[config.mk]
export PLATFORM = sky130hd
export DESIGN_NAME = axi_b_arbiter
export DESIGN_NICKNAME = d
export VERILOG_FILES = /design/src/rtl/axi_b_arb_pkg.sv /design/src/rtl/axi_b_rr_arb.sv /design/src/rtl/axi_b_arbiter.sv
export SDC_FILE = /design/constraint.sdc
export NUM_CORES = 1
export LEC_CHECK = 0
export ABC_AREA = 1
export BUFFER_PORTS_ARGS = -buffer_cell sky130_fd_sc_hd__buf_2
export CAP_MARGIN = 20
export CORE_MARGIN = 1
export CORE_UTILIZATION = 47
export CTS_CLUSTER_SIZE = 25
export DETAILED_ROUTE_END_ITERATION = 10
export PLACE_DENSITY_LB_ADDON = 0.25
export SLEW_MARGIN = 40
export SYNTH_ARGS = -nofsm -noshare
export SYNTH_HDL_FRONTEND = slang
export SYNTH_SLANG_ARGS = --single-unit
[constraint.sdc]
create_clock -name clk_i -period 3.05 [get_ports clk_i]
set_clock_uncertainty 0.05 [all_clocks]
set_input_delay 0.1525 -clock clk_i [delete_from_list [all_inputs] [get_ports clk_i]]
set_output_delay 0.1525 -clock clk_i [all_outputs]
set_load 0.005 [all_outputs]
[src/rtl/axi_b_arb_pkg.sv]
// Shared definitions for the AXI B-channel round-robin arbiter.
// Holds the BRESP encodings and the output-stage state type.
package axi_b_arb_pkg;

   localparam logic [1:0] OKAY   = 2'b00;
   localparam logic [1:0] EXOKAY = 2'b01;
   localparam logic [1:0] SLVERR = 2'b10;
   localparam logic [1:0] DECERR = 2'b11;

   typedef enum logic {
      EMPTY = 1'b0,
      FULL  = 1'b1
   } outState_t;

endpackage

[src/rtl/axi_b_rr_arb.sv]
// Combinational round-robin pick: returns the first valid source at or
// after the pointer, searching upward and wrapping back to source 0.
module axi_b_rr_arb
   import axi_b_arb_pkg::*;
#(
   parameter int N_SLV     = 4,
   parameter int SEL_WIDTH = 2
) (
   input  logic [N_SLV-1:0]     i_valid,
   input  logic [SEL_WIDTH-1:0] i_ptr,
   output logic [SEL_WIDTH-1:0] o_grant,
   output logic                 o_anyValid
);

   logic                 w_hiFound;
   logic [SEL_WIDTH-1:0] w_hiIdx;
   logic                 w_loFound;
   logic [SEL_WIDTH-1:0] w_loIdx;

   // Two searches in one pass: the lowest valid at or above the pointer, and
   // the lowest valid overall; the second one covers the wrap-around case.
   always_comb begin
      w_hiFound = 1'b0;
      w_hiIdx   = '0;
      w_loFound = 1'b0;
      w_loIdx   = '0;
      for (int i = N_SLV - 1; i >= 0; i--) begin
         if (i_valid[i]) begin
            w_loFound = 1'b1;
            w_loIdx   = SEL_WIDTH'(i);
            if (i >= int'(i_ptr)) begin
               w_hiFound = 1'b1;
               w_hiIdx   = SEL_WIDTH'(i);
            end
         end
      end
   end

   assign o_grant    = w_hiFound ? w_hiIdx : w_loIdx;
   assign o_anyValid = w_loFound;

endmodule

[src/rtl/axi_b_arbiter.sv]
// Round-robin merge of N_SLV AXI B channels into one registered B output.
// Optional feature macro: AXI_B_ARBITER_ERR_CNT_EN enables a saturating
// counter of SLVERR/DECERR beats handed downstream; otherwise err_cnt_o is 0.
module axi_b_arbiter
   import axi_b_arb_pkg::*;
#(
   parameter  int N_SLV         = 4,
   parameter  int ID_WIDTH      = 4,
   parameter  int USER_WIDTH    = 1,
   parameter  int ERR_CNT_WIDTH = 8,
   localparam int SEL_WIDTH     = (N_SLV > 1) ? $clog2(N_SLV) : 1
) (
   input  logic                        clk_i,
   input  logic                        rst_i,
   input  logic [N_SLV-1:0]            slave_valid_i,
   input  logic [N_SLV*2-1:0]          slave_resp_i,
   input  logic [N_SLV*ID_WIDTH-1:0]   slave_id_i,
   input  logic [N_SLV*USER_WIDTH-1:0] slave_user_i,
   output logic [N_SLV-1:0]            slave_ready_o,
   output logic                        master_valid_o,
   output logic [1:0]                  master_resp_o,
   output logic [ID_WIDTH-1:0]         master_id_o,
   output logic [USER_WIDTH-1:0]       master_user_o,
   output logic [SEL_WIDTH-1:0]        master_sel_o,
   input  logic                        master_ready_i,
   output logic [ERR_CNT_WIDTH-1:0]    err_cnt_o
);

   outState_t             r_state;
   logic [SEL_WIDTH-1:0]  r_ptr;
   logic [SEL_WIDTH-1:0]  r_sel;
   logic [1:0]            r_resp;
   logic [ID_WIDTH-1:0]   r_id;
   logic [USER_WIDTH-1:0] r_user;

   logic                  w_ld;
   logic                  w_anyValid;
   logic                  w_load;
   logic [SEL_WIDTH-1:0]  w_grant;
   logic [SEL_WIDTH-1:0]  w_ptrNext;

   axi_b_rr_arb #(
      .N_SLV     (N_SLV),
      .SEL_WIDTH (SEL_WIDTH)
   ) u_rrArb (
      .i_valid    (slave_valid_i),
      .i_ptr      (r_ptr),
      .o_grant    (w_grant),
      .o_anyValid (w_anyValid)
   );

   // The register can take a new beat when empty or when its beat leaves now.
   assign w_ld   = (r_state == EMPTY) | master_ready_i;
   assign w_load = w_ld & w_anyValid;

   // Pointer moves one past the winner; explicit wrap handles non-power-of-2.
   assign w_ptrNext = (w_grant == SEL_WIDTH'(N_SLV - 1)) ? '0 : (w_grant + SEL_WIDTH'(1));

   // Ready goes only to the granted source; held low while reset is asserted
   // so no source sees a handshake for a beat that would be discarded.
   always_comb begin
      slave_ready_o = '0;
      if (w_load && !rst_i) begin
         slave_ready_o[w_grant] = 1'b1;
      end
   end

   // Output stage: load the granted beat, drain to EMPTY when nothing is
   // valid, and hold everything stable while the downstream stalls.
   always_ff @(posedge clk_i or posedge rst_i) begin
      if (rst_i) begin
         r_state <= EMPTY;
         r_ptr   <= '0;
         r_sel   <= '0;
         r_resp  <= '0;
         r_id    <= '0;
         r_user  <= '0;
      end else if (w_ld) begin
         if (w_anyValid) begin
            r_state <= FULL;
            r_sel   <= w_grant;
            r_ptr   <= w_ptrNext;
            r_resp  <= slave_resp_i[int'(w_grant)*2 +: 2];
            r_id    <= slave_id_i[int'(w_grant)*ID_WIDTH +: ID_WIDTH];
            r_user  <= slave_user_i[int'(w_grant)*USER_WIDTH +: USER_WIDTH];
         end else begin
            r_state <= EMPTY;
         end
      end
   end

   assign master_valid_o = (r_state == FULL);
   assign master_resp_o  = r_resp;
   assign master_id_o    = r_id;
   assign master_user_o  = r_user;
   assign master_sel_o   = r_sel;

`ifdef AXI_B_ARBITER_ERR_CNT_EN
   logic [ERR_CNT_WIDTH-1:0] r_errCnt;
   logic                     w_errBeat;

   assign w_errBeat = master_valid_o & master_ready_i &
                      ((r_resp == SLVERR) | (r_resp == DECERR));

   // Count error responses as they leave; stick at all-ones instead of wrapping.
   always_ff @(posedge clk_i or posedge rst_i) begin
      if (rst_i) begin
         r_errCnt <= '0;
      end else if (w_errBeat && (r_errCnt != '1)) begin
         r_errCnt <= r_errCnt + ERR_CNT_WIDTH'(1);
      end
   end

   assign err_cnt_o = r_errCnt;
`else
   assign err_cnt_o = '0;
`endif

endmodule
==> impl_results.md <==
- DR WL/cell: 9.50 µm
- Clock power share: between 10% and 20%
- Final Cell Area: between 1000 and 1500 µm²
- Final Max Tran Viols: 0
- Remaining Overflow, GRT: 0
- Multi-input gate area: 538 µm²
- Initial antenna violation count: 0
- Worst Path Buf+Inv: 4
- Routed wire length: between 2 and 2.5 mm
- Share of the core filled with cells: a little under two thirds
- Global-route wire length before repair: ~3.7 mm
- R2r startpoint: r_ptr[1]
- Total CTS buffers: 3
- Setup bufs post-CTS: 0
- TritonCTS clock tree: built
- Antenna Nets Post-Route: 0
- DR iter-0 viols: 18
- Final hold violation count: 0
- Antenna cell count: 0
- Fill cells: 196
- Post-synth top area share: 29.3%
- Synth warnings: 0
- R2R Setup Slk: about 1.4 ns
- Critical path startpoint: master_valid_o
- Worst EP required: 2.85 ns
- Startpoint Class: flop
- Share of the clock period used by the worst path: 64.9%
- Die Footprint: around 2400 µm²
- Vert. Die Dim: around 49 µm
- R2r endpoint: r_ptr[1]
- Number of global-route vias before repair: about 860
- Top Ports: 57
- Final-report setup violation count: 0
- Area added between synthesis and finish: 24.4%
- Vias: approximately 1.1k
- Fraction of layout instances using a drive strength above 1: roughly a third
- Switch share: 43.1%
- Placer Congestion: roughly 0.84
- Area leader, netlist: dfrtp_1
- Max-cap violations: 0
- Post-cts sizing count: 0
- LEAKAGE: 0.786 nW
- Power density cells: between 600 and 700 nW/µm²
- Drt pass-1 iters: 4
- Post-synthesis sequential area ratio: slightly below 30%
- Crit-path max FO: 12
- Worst path slowest cell: dfrtp_1
- Hold crit path type: in2reg
- Hold Path Depth: 4
- Fmax: 0.505 GHz
- CTS Root Cell: clkbuf_4
- Distinct cells, synth: 24
- Total core area: 2000 µm²
- Setup crit end kind: primary output
- Post-Syn Area per Cell: about 6.7 µm²
- RSZ-0062 raised after global routing: false
- Clock sink count: 12
- Comb pwr share: approximately 54%
- Reg power frac: between 30% and 40%
- Setup tns final: 0 ns
- Tmin final: 1.98 ns
- Worst-path clk slew: 0.07 ns
- Commonest non-fill, non-tap cells in the layout: buf_2, nand2_1, inv_1, nand3_1, dfrtp_1
- Port Buf Inserts: 48
- Die Wd: 48.7 µm
- Yosys reg bits: 12
- Nets: 240
- Clock Tree Buf Depth: 2
- Rows: 16
- Hold Path End: master_valid_o
- Internal power: 0.483 mW
- Area after DPL: approximately 1200 µm²
- Critical Path AT: roughly 1.8 ns
- Clock latency on the worst-skew pair: approximately 0.26 ns
- VDD IR-drop max: just under 0.4 mV
- Via/cell ratio: around 4.6
- Synth Cell Area: 1020 µm²
- HPWL Detailed: roughly 1.8 mm
- Levels on crit path: 8
- DRC violations left: 0
- Crit path largest cell delay: ~0.34 ns
- Synth top area cells: dfrtp_1, nand2_1, nand3_1, inv_1, nand2_2
- Status: completed
- Reg area: between 300 and 400 µm²
- Worst path top cell family by delay: simple AND/OR/NAND/NOR gates
- Reg2reg path depth: 9
- Pin count of the biggest net entering global routing: 27
- Worst hold path startpoint: master_ready_i
- CP Class: reg2out
- Switching Power: around 0.37 mW
- Post-Syn Instances: roughly 150
- Initial Util: around half
- Gr usage total: ~20%
- H-tree levels: 1
- Most common cell after layout, fill and taps aside: buf_2
- Cell Chain, Critical Path: inv_1 -> nor2_1 -> inv_1 -> nand2_1 -> clkinv_1 -> nand2_1 -> nor3_1 -> buf_2
==> metrics by stage <==
stage                     instances  worst slack [ns]  hold slack, ns  total power, mW
after floorplan                 160              1.51         -0.0246            0.619
after global placement          224              1.41           0.127            0.718
after detailed placement        224              1.35           0.132            0.729
after CTS                       229              1.05          0.0867            0.855
after global routing            229             0.874           0.102            0.937
final                           229              1.07          0.0888            0.850
==> registers in the layout, indices dropped and copies added, names as in the netlist <==
register and cells:
r_ptr 2, master_resp_o 2, master_valid_o 1, master_sel_o 2, master_user_o 1, master_id_o 4
==> timing repair <==
action	in CTS	in global routing
hold buffers	1	0
setup endpoints to repair	0	0
endpoints found under the hold margin	12	0
==> worst min-delay path, stage by stage <==
cell and delay [ns]:
buf_2 0.08, nor2_1 0.03, inv_1 0.06, nand2_1 0.05
==> cell usage after synthesis <==
master / number
nor2_4: 1
o21ai_0: 2
ha_1: 2
nand2_1: 36
buf_6: 1
nand2_4: 1
nand2_8: 1
nor2_2: 1
nor3_1: 2
nand2_2: 10
nand3_1: 23
or2_1: 4
a21oi_1: 1
dfrtp_1: 12
buf_4: 8
buf_12: 1
nor2_1: 9
inv_2: 2
clkinv_1: 1
o211ai_1: 4
conb_1: 1
inv_1: 28
o21a_1: 1
buf_2: 1
==> cell type report <==
| class | instances | share of cell area (%) |
|---|---|---|
| Clock buffer | 4 | 2.85 |
| Timing Repair Buffer | 49 | 19.6 |
| Tap cell | 27 | 2.65 |
| Multi-Input combinational cell | 106 | 42.2 |
| Sequential cell | 12 | 23.6 |
| Inverter | 31 | 9.13 |
==> routing by layer <==
layer	wire (µm)	part of all wire, %	GRT usage, %	up-vias
met5	0	0	0	-
met4	17	0.78	5.88	0
met2	1050	48	32.6	42
li1	-	-	-	548
met3	99	4.5	2.20	2
met1	1010	46	27.1	460
==> power groups by stage <==
stage                     Sequential (mW)  Clock, mW  Combinational (mW)
final                               0.270      0.123               0.457
after global routing                0.280      0.133               0.523
after CTS                           0.270      0.126               0.459
after detailed placement            0.272          0               0.457
after global placement              0.272          0               0.446
after floorplan                     0.274          0               0.345
==> worst max path at each step <==
stage                  endpoint  slack [ns]
4_1_cts        slave_ready_o[0]        1.05
6_report       slave_ready_o[0]        1.07
3_3_place_gp   slave_ready_o[0]        1.41
5_1_grt        slave_ready_o[0]        0.87
3_5_place_dp   slave_ready_o[0]        1.35
2_1_floorplan          r_ptr[1]        1.51
==> logic make-up (layout without fill, tap and decap cells) <==
| family | count (synthesis) | after routing | synth area share (%) |
|---|---|---|---|
| adder cells (fa/ha/maj) | 2 | 2 | 2.44 |
| buffers and inverters | 42 | 84 | 20.8 |
| AO/OA/AOI/OAI | 8 | 8 | 5.13 |
| AND/OR/NAND/NOR | 88 | 88 | 42.0 |
| other | 1 | 8 | 0.366 |
| flip-flops | 12 | 12 | 29.3 |
No activity file was read; power rests on OpenSTA's default activity.
